$ cat config.mk
export PLATFORM = sky130hd
export DESIGN_NAME = wash_cycle_sequencer_flat
export DESIGN_NICKNAME = d
export VERILOG_FILES = /design/src/rtl/wm_pkg.sv /design/src/rtl/wash_cycle_sequencer_if.sv /design/src/rtl/phase_timer.sv /design/src/rtl/wash_cycle_sequencer.sv /design/src/flat_wrapper.sv
export SDC_FILE = /design/constraint.sdc
export NUM_CORES = 1
export LEC_CHECK = 0
export CAP_MARGIN = 25
export CORE_MARGIN = 5
export CORE_UTILIZATION = 58
export DETAILED_ROUTE_END_ITERATION = 7
export GPL_ROUTABILITY_DRIVEN = 0
export PLACE_DENSITY = 0.81
export SLEW_MARGIN = 15
export SYNTH_ARGS = -nofsm -noshare
export SYNTH_HDL_FRONTEND = slang
export SYNTH_SLANG_ARGS = --single-unit
$ cat constraint.sdc
create_clock -name CLK -period 3.8 [get_ports CLK]
set_input_delay 0.38 -clock CLK [delete_from_list [all_inputs] [get_ports CLK]]
set_output_delay 0.38 -clock CLK [all_outputs]
set_load 0.01 [all_outputs]
$ cat src/rtl/wm_pkg.sv
// Shared washing-machine encodings and default timing values,
// used by the sequencer and the dry timer block.
package wm_pkg;

  localparam logic [3:0] S_IDLE   = 4'd0;
  localparam logic [3:0] S_FILL   = 4'd1;
  localparam logic [3:0] S_WASH   = 4'd2;
  localparam logic [3:0] S_DRAIN1 = 4'd3;
  localparam logic [3:0] S_RFILL  = 4'd4;
  localparam logic [3:0] S_RINSE  = 4'd5;
  localparam logic [3:0] S_DRAIN2 = 4'd6;
  localparam logic [3:0] S_SPIN   = 4'd7;
  localparam logic [3:0] S_DRY    = 4'd8;
  localparam logic [3:0] S_DONE   = 4'd9;
  localparam logic [3:0] S_ERROR  = 4'd15;

  localparam logic [1:0] MODE_NORMAL = 2'b00;
  localparam logic [1:0] MODE_QUICK  = 2'b01;
  localparam logic [1:0] MODE_HEAVY  = 2'b10;

  localparam int CW_DEF            = 11;
  localparam int WASH_TICKS_DEF    = 300;
  localparam int RINSE_TICKS_DEF   = 150;
  localparam int SPIN_TICKS_DEF    = 120;
  localparam int FILL_TIMEOUT_DEF  = 200;
  localparam int DRAIN_TIMEOUT_DEF = 200;
  localparam int DRY_TIMEOUT_DEF   = 1023;
  localparam int REV_PERIOD_DEF    = 20;

endpackage

$ cat src/rtl/wash_cycle_sequencer_if.sv
// Sensor/actuator bundle between the panel/plant side (master) and the sequencer (slave).
interface wash_cycle_sequencer_if;
  logic       StartBtn;
  logic [1:0] Mode;
  logic       Pause;
  logic       DoorClosed;
  logic       WaterFull;
  logic       WaterEmpty;
  logic       DryDone;
  logic       FillValve;
  logic       DrainPump;
  logic       MotorEn;
  logic       MotorRev;
  logic       DryStart;
  logic       DoorLock;
  logic       Done;
  logic       Fault;
  logic [3:0] Phase;

  modport master (
    output StartBtn, Mode, Pause, DoorClosed, WaterFull, WaterEmpty, DryDone,
    input  FillValve, DrainPump, MotorEn, MotorRev, DryStart, DoorLock, Done, Fault, Phase
  );

  modport slave (
    input  StartBtn, Mode, Pause, DoorClosed, WaterFull, WaterEmpty, DryDone,
    output FillValve, DrainPump, MotorEn, MotorRev, DryStart, DoorLock, Done, Fault, Phase
  );
endinterface

$ cat src/rtl/phase_timer.sv
// Clearable CW-bit up-counter; expire is high while count == limit-1.
module phase_timer #(
  parameter int CW = 11
) (
  input  logic          CLK,
  input  logic          nReset,
  input  logic          clr,
  input  logic          en,
  input  logic [CW-1:0] limit,
  output logic          expire
);

  logic [CW-1:0] count;

  always_ff @(posedge CLK) begin
    if (!nReset)  count <= '0;
    else if (clr) count <= '0;
    else if (en)  count <= count + CW'(1);
  end

  assign expire = (count == limit - CW'(1));

endmodule

$ cat src/rtl/wash_cycle_sequencer.sv
// Wash programme FSM: fill/wash/drain/rinse/spin/dry sequencing with
// door interlock, sensor timeouts and a sticky fault state.
module wash_cycle_sequencer
  import wm_pkg::*;
#(
  parameter int CW            = CW_DEF,
  parameter int WASH_TICKS    = WASH_TICKS_DEF,
  parameter int RINSE_TICKS   = RINSE_TICKS_DEF,
  parameter int SPIN_TICKS    = SPIN_TICKS_DEF,
  parameter int FILL_TIMEOUT  = FILL_TIMEOUT_DEF,
  parameter int DRAIN_TIMEOUT = DRAIN_TIMEOUT_DEF,
  parameter int DRY_TIMEOUT   = DRY_TIMEOUT_DEF,
  parameter int REV_PERIOD    = REV_PERIOD_DEF
) (
  input  logic                   CLK,
  input  logic                   nReset,
  wash_cycle_sequencer_if.slave  bus
);

  logic [3:0]    state, nxt;
  logic          start_q, start_edge;
  logic          active, run, leave;
  logic          rev_phase, rev_run, rev_clr, motor_rev;
  logic [CW-1:0] wash_lim, ph_lim;
  logic          ph_exp, rev_exp;

  assign start_edge = bus.StartBtn & ~start_q;
  assign active     = (state >= S_FILL) && (state <= S_DRY);
  assign run        = active & ~bus.Pause;
  assign leave      = (nxt != state);
  assign rev_phase  = (state == S_WASH) || (state == S_RINSE);
  assign rev_run    = rev_phase & ~bus.Pause;
  assign rev_clr    = leave | ~rev_phase | (rev_run & rev_exp);

  // Heavy mode doubles at CW bits; CW must leave headroom for 2*WASH_TICKS.
  always_comb begin
    case (bus.Mode)
      MODE_QUICK: wash_lim = CW'(WASH_TICKS) >> 1;
      MODE_HEAVY: wash_lim = CW'(WASH_TICKS) << 1;
      default:    wash_lim = CW'(WASH_TICKS);
    endcase
  end

  always_comb begin
    case (state)
      S_FILL, S_RFILL:   ph_lim = CW'(FILL_TIMEOUT);
      S_DRAIN1, S_DRAIN2: ph_lim = CW'(DRAIN_TIMEOUT);
      S_WASH:            ph_lim = wash_lim;
      S_RINSE:           ph_lim = CW'(RINSE_TICKS);
      S_SPIN:            ph_lim = CW'(SPIN_TICKS);
      S_DRY:             ph_lim = CW'(DRY_TIMEOUT);
      default:           ph_lim = '1;
    endcase
  end

  phase_timer #(.CW(CW)) u_phase (
    .CLK(CLK), .nReset(nReset), .clr(leave | ~active), .en(run),
    .limit(ph_lim), .expire(ph_exp)
  );

  phase_timer #(.CW(CW)) u_rev (
    .CLK(CLK), .nReset(nReset), .clr(rev_clr), .en(rev_run),
    .limit(CW'(REV_PERIOD)), .expire(rev_exp)
  );

  // Door-open beats pause; pause beats every sensor and expiry event.
  always_comb begin
    nxt = state;
    case (state)
      S_IDLE, S_DONE: if (start_edge && bus.DoorClosed) nxt = S_FILL;
      S_ERROR:        nxt = S_ERROR;
      default: begin
        if (!bus.DoorClosed) nxt = S_ERROR;
        else if (!bus.Pause) begin
          case (state)
            S_FILL:   if (bus.WaterFull)  nxt = S_WASH;   else if (ph_exp) nxt = S_ERROR;
            S_RFILL:  if (bus.WaterFull)  nxt = S_RINSE;  else if (ph_exp) nxt = S_ERROR;
            S_DRAIN1: if (bus.WaterEmpty) nxt = S_RFILL;  else if (ph_exp) nxt = S_ERROR;
            S_DRAIN2: if (bus.WaterEmpty) nxt = S_SPIN;   else if (ph_exp) nxt = S_ERROR;
            S_WASH:   if (ph_exp) nxt = S_DRAIN1;
            S_RINSE:  if (ph_exp) nxt = S_DRAIN2;
            S_SPIN:   if (ph_exp) nxt = S_DRY;
            S_DRY:    if (bus.DryDone) nxt = S_DONE; else if (ph_exp) nxt = S_ERROR;
            default:  nxt = S_ERROR;
          endcase
        end
      end
    endcase
  end

  always_ff @(posedge CLK) begin
    if (!nReset) begin
      state     <= S_IDLE;
      start_q   <= 1'b0;
      motor_rev <= 1'b0;
    end else begin
      state   <= nxt;
      start_q <= bus.StartBtn;
      if (leave)                  motor_rev <= 1'b0;
      else if (rev_run & rev_exp) motor_rev <= ~motor_rev;
    end
  end

  assign bus.FillValve = ((state == S_FILL) || (state == S_RFILL)) & ~bus.Pause;
  assign bus.DrainPump = ((state == S_DRAIN1) || (state == S_DRAIN2) || (state == S_SPIN)) & ~bus.Pause;
  assign bus.MotorEn   = ((state == S_WASH) || (state == S_RINSE) || (state == S_SPIN)) & ~bus.Pause;
  assign bus.MotorRev  = motor_rev;
  assign bus.DryStart  = (state == S_DRY);
  assign bus.DoorLock  = active;
  assign bus.Done      = (state == S_DONE);
  assign bus.Fault     = (state == S_ERROR);
  assign bus.Phase     = state;

endmodule

$ cat src/flat_wrapper.sv
// flat-port wrapper written by rule: the top's interface ports become plain ports
module wash_cycle_sequencer_flat import wm_pkg::*;
#(
  parameter int CW            = CW_DEF,
  parameter int WASH_TICKS    = WASH_TICKS_DEF,
  parameter int RINSE_TICKS   = RINSE_TICKS_DEF,
  parameter int SPIN_TICKS    = SPIN_TICKS_DEF,
  parameter int FILL_TIMEOUT  = FILL_TIMEOUT_DEF,
  parameter int DRAIN_TIMEOUT = DRAIN_TIMEOUT_DEF,
  parameter int DRY_TIMEOUT   = DRY_TIMEOUT_DEF,
  parameter int REV_PERIOD    = REV_PERIOD_DEF
)
  (CLK, nReset, bus_StartBtn, bus_Mode, bus_Pause, bus_DoorClosed, bus_WaterFull, bus_WaterEmpty, bus_DryDone, bus_FillValve, bus_DrainPump, bus_MotorEn, bus_MotorRev, bus_DryStart, bus_DoorLock, bus_Done, bus_Fault, bus_Phase);
  wash_cycle_sequencer_if bus_i ();
  input  logic CLK;
  input  logic nReset;
  input wire logic [$bits(bus_i.StartBtn)-1:0] bus_StartBtn;
  input wire logic [$bits(bus_i.Mode)-1:0] bus_Mode;
  input wire logic [$bits(bus_i.Pause)-1:0] bus_Pause;
  input wire logic [$bits(bus_i.DoorClosed)-1:0] bus_DoorClosed;
  input wire logic [$bits(bus_i.WaterFull)-1:0] bus_WaterFull;
  input wire logic [$bits(bus_i.WaterEmpty)-1:0] bus_WaterEmpty;
  input wire logic [$bits(bus_i.DryDone)-1:0] bus_DryDone;
  output wire logic [$bits(bus_i.FillValve)-1:0] bus_FillValve;
  output wire logic [$bits(bus_i.DrainPump)-1:0] bus_DrainPump;
  output wire logic [$bits(bus_i.MotorEn)-1:0] bus_MotorEn;
  output wire logic [$bits(bus_i.MotorRev)-1:0] bus_MotorRev;
  output wire logic [$bits(bus_i.DryStart)-1:0] bus_DryStart;
  output wire logic [$bits(bus_i.DoorLock)-1:0] bus_DoorLock;
  output wire logic [$bits(bus_i.Done)-1:0] bus_Done;
  output wire logic [$bits(bus_i.Fault)-1:0] bus_Fault;
  output wire logic [$bits(bus_i.Phase)-1:0] bus_Phase;
  assign bus_i.StartBtn = bus_StartBtn;
  assign bus_i.Mode = bus_Mode;
  assign bus_i.Pause = bus_Pause;
  assign bus_i.DoorClosed = bus_DoorClosed;
  assign bus_i.WaterFull = bus_WaterFull;
  assign bus_i.WaterEmpty = bus_WaterEmpty;
  assign bus_i.DryDone = bus_DryDone;
  assign bus_FillValve = bus_i.FillValve;
  assign bus_DrainPump = bus_i.DrainPump;
  assign bus_MotorEn = bus_i.MotorEn;
  assign bus_MotorRev = bus_i.MotorRev;
  assign bus_DryStart = bus_i.DryStart;
  assign bus_DoorLock = bus_i.DoorLock;
  assign bus_Done = bus_i.Done;
  assign bus_Fault = bus_i.Fault;
  assign bus_Phase = bus_i.Phase;
  wash_cycle_sequencer #(.CW(CW), .WASH_TICKS(WASH_TICKS), .RINSE_TICKS(RINSE_TICKS), .SPIN_TICKS(SPIN_TICKS), .FILL_TIMEOUT(FILL_TIMEOUT), .DRAIN_TIMEOUT(DRAIN_TIMEOUT), .DRY_TIMEOUT(DRY_TIMEOUT), .REV_PERIOD(REV_PERIOD)) u_core (.CLK(CLK), .nReset(nReset), .bus(bus_i));
endmodule
==> impl_results.md <==
- Layout cell share with drive strength beyond 1: 0.0503
- Num ports: 22
- Gr ovfl total: 0
- Core area: 0.00372 sq mm
- Rows: 22
- Crit path required time: 3960 ps
- Yosys reg bits: 28
- CP Class: in2reg
- Worst min-delay path class: reg2reg
- Worst-Skew Late Latency: 270 ps
- Critical Path Most Common Cell: ha_1
- Critical path launch point type: input port
- P&R area growth vs syn: 13.5%
- Cell Count, Final, Fillers Out: 366
- Asr flop ratio synth: 0
- Post-DR wirelength/cell: 14.6 um
- Clock Path Buffers: 2
- Most numerous cell in the Yosys netlist: nor2_1
- Fillers: 316
- Ys Warns: 0
- Root Driver: clkbuf_8
- Status: complete, no violations
- Sequential cell area fraction in the yosys report: 0.248
- Leading area contributor after synthesis: dfxtp_1
- Drt drc: 0
- Yosys top cell area share: 0.248
- Max FO, Critical Path: 8
- P_leak: 0.889 nW
- Die height: 72.4 um
- Vias post-DR: 2,216
- Die area: 0.00524 sq mm
- Worst slew pin tran: 750 ps
- H-tree depth: 1
- Max IR drop VDD: 0.512 mV
- Endpoint class of the critical path: flop
- Mapped Area: 0.00226 sq mm
- EDFF count, synth: 0
- Ys flop type: dfxtp_1
- Final Slew Violations: 0
- Nets: 336
- Post-Place Cells: 362
- Hold_buf cts: 0
- Initial cell density of the core: 0.608
- Max incr delay on CP: 510 ps
- Post-layout util: 0.690
- Avg Synthesized Cell Area: 7.38 sq um
- Setup ws final: 608 ps
- Overall power: 1.75 mW
- DIE WIDTH: 72.4 um
- Final wirelength: 5.36 mm
- Post-cts resize count: 0
- Drt via density: 6.05
- First-pass GRT wire length: 9.11 mm
- DR WL met2: 2.52 mm
- Yosys cell types: 54
- Dpl ws: 330 ps
- Synth top cells by count: nor2_1 (43), dfxtp_1 (28), a21oi_1 (17), nand2_1 (17), xor2_1 (17)
- Port Buffers: 21
- Fmax: 0.313 GHz
- N_diodes: 0
- Critical path, cell by cell: clkdlybuf4s50_1, inv_1, ha_1, a221oi_1, ha_1, a211o_1, nor3_1, nand4_1, a21oi_4, mux2i_1, nor4bb_1, nor4_1
- Max cap viols: 0
- Min cycle time layout: 3190 ps
- Synth top area cells: dfxtp_1 (25%), nor2_1 (7.1%), xor2_1 (6.6%)
- Setup-failing EPs final: 0
- CTS Sinks: 28
- Final Hold Viols: 0
- Crit-path slowest cell: clkdlybuf4s50_1
- Post-Syn Instances: 306
- Total CTS buffers: 3
- Relative slew slack: 0.498
- Vias in the first global route: 1,979
- Antenna violations before repair: 0
- WL met1: 2.45 mm
- Setup Fix Bufs, Post-CTS: 0
- Syn Nets: 323
- Top Metal Used: met4
- Antenna-violating nets left: 0
- Drt initial violations: 170
- Met3 wire length: 345 um
- Drt pass-1 iters: 4
- RSZ-0062 raised after global routing: no
- Largest net degree at the start of global routing: 32
- Setup TNS: 0 ps
- Tcrit/Tclk final: 0.840
- GRT Total Usage: 0.210
- DP HPWL: 3.89 mm
- Critical path arrival: 3350 ps
- Clk_skew: 3.86 ps
- CTS tree: built
- Worst-path clk slew: 90 ps
- PwrDens: 682 mW/mm^2
[worst max-delay path, delay by kind of cell]
family / cells / cell delay [ps]
simple gates: 4 / 740
mux: 1 / 300
fa+ha+maj: 2 / 540
compound gates: 3 / 820
buf+inv: 2 / 580
[power by group]
group / internal (mW) / switching, mW / total (mW) / leakage (nW)
clock network: 0.141 / 0.0888 / 0.230 / 0.0357
logic: 0.465 / 0.667 / 1.13 / 0.627
registers: 0.318 / 0.0676 / 0.386 / 0.227
total: 0.924 / 0.824 / 1.75 / 0.889
[stage by stage]
step	hold WS (ps)	cell area, sq um
3_3_place_gp	498	2490
5_1_grt	570	2560
2_1_floorplan	480	2260
3_5_place_dp	527	2490
6_report	544	2560
4_1_cts	549	2560
[cells by family after synthesis]
| logic type | Yosys count | synth area share |
|---|---|---|
| buf+inv | 28 | 0.0515 |
| xor+xnor | 32 | 0.124 |
| flops | 28 | 0.248 |
| simple gates | 143 | 0.334 |
| compound gates | 64 | 0.185 |
| mux | 4 | 0.0177 |
| fa+ha+maj | 7 | 0.0388 |
[sequential cells by signal, summed over array words and instances (netlist names)]
register / cells
u_core.u_phase.count: 11
u_core.u_rev.count: 11
u_core.bus.Phase: 4
u_core.bus.MotorRev: 1
u_core.start_q: 1
[path summary, 6_finish.rpt]
| path | start | to | slack (ps) | depth (start not counted) |
|---|---|---|---|---|
| max | bus_Mode[1] | u_core.bus.MotorRev$_SDFFE_PP0P_ | 610 | 12 |
| min reg2reg | u_core.u_rev.count[10]$_SDFFE_PP0P_ | u_core.u_rev.count[10]$_SDFFE_PP0P_ | 540 | 2 |
| max reg2reg | u_core.bus.Phase[1]$_SDFF_PN0_ | u_core.bus.MotorRev$_SDFFE_PP0P_ | 670 | 11 |
| min | u_core.u_rev.count[10]$_SDFFE_PP0P_ | u_core.u_rev.count[10]$_SDFFE_PP0P_ | 540 | 2 |
[routing by layer]
layer,up-vias,GRT usage
li1,1124,-
met1,1026,0.284
met2,61,0.358
met3,5,0.0235
met4,0,0.0492
met5,-,0
[placed cells by master (no fill, tap or decap), drive strengths merged, types with 8 or more instances in the layout]
cell,instances
dfxtp,28
a21oi,18
clkdlybuf4s50,21
o21ai,15
nor4,8
nand3,9
nand2,17
or3,8
nor2,43
inv,8
xor2,17
xnor2,15
nor3,14
[layout make-up]
cell class              count  area (sq um)  area share
multi-input cells         250          1580       0.617
flip-flops and latches     28           561       0.219
repair buffers             27           255      0.0996
well taps                  48          60.1      0.0234
clock buffers               3          41.3      0.0161
inverters                   9          33.8      0.0132
clock inverters             1          30.0      0.0117
Power figures use the tool's default switching activity.
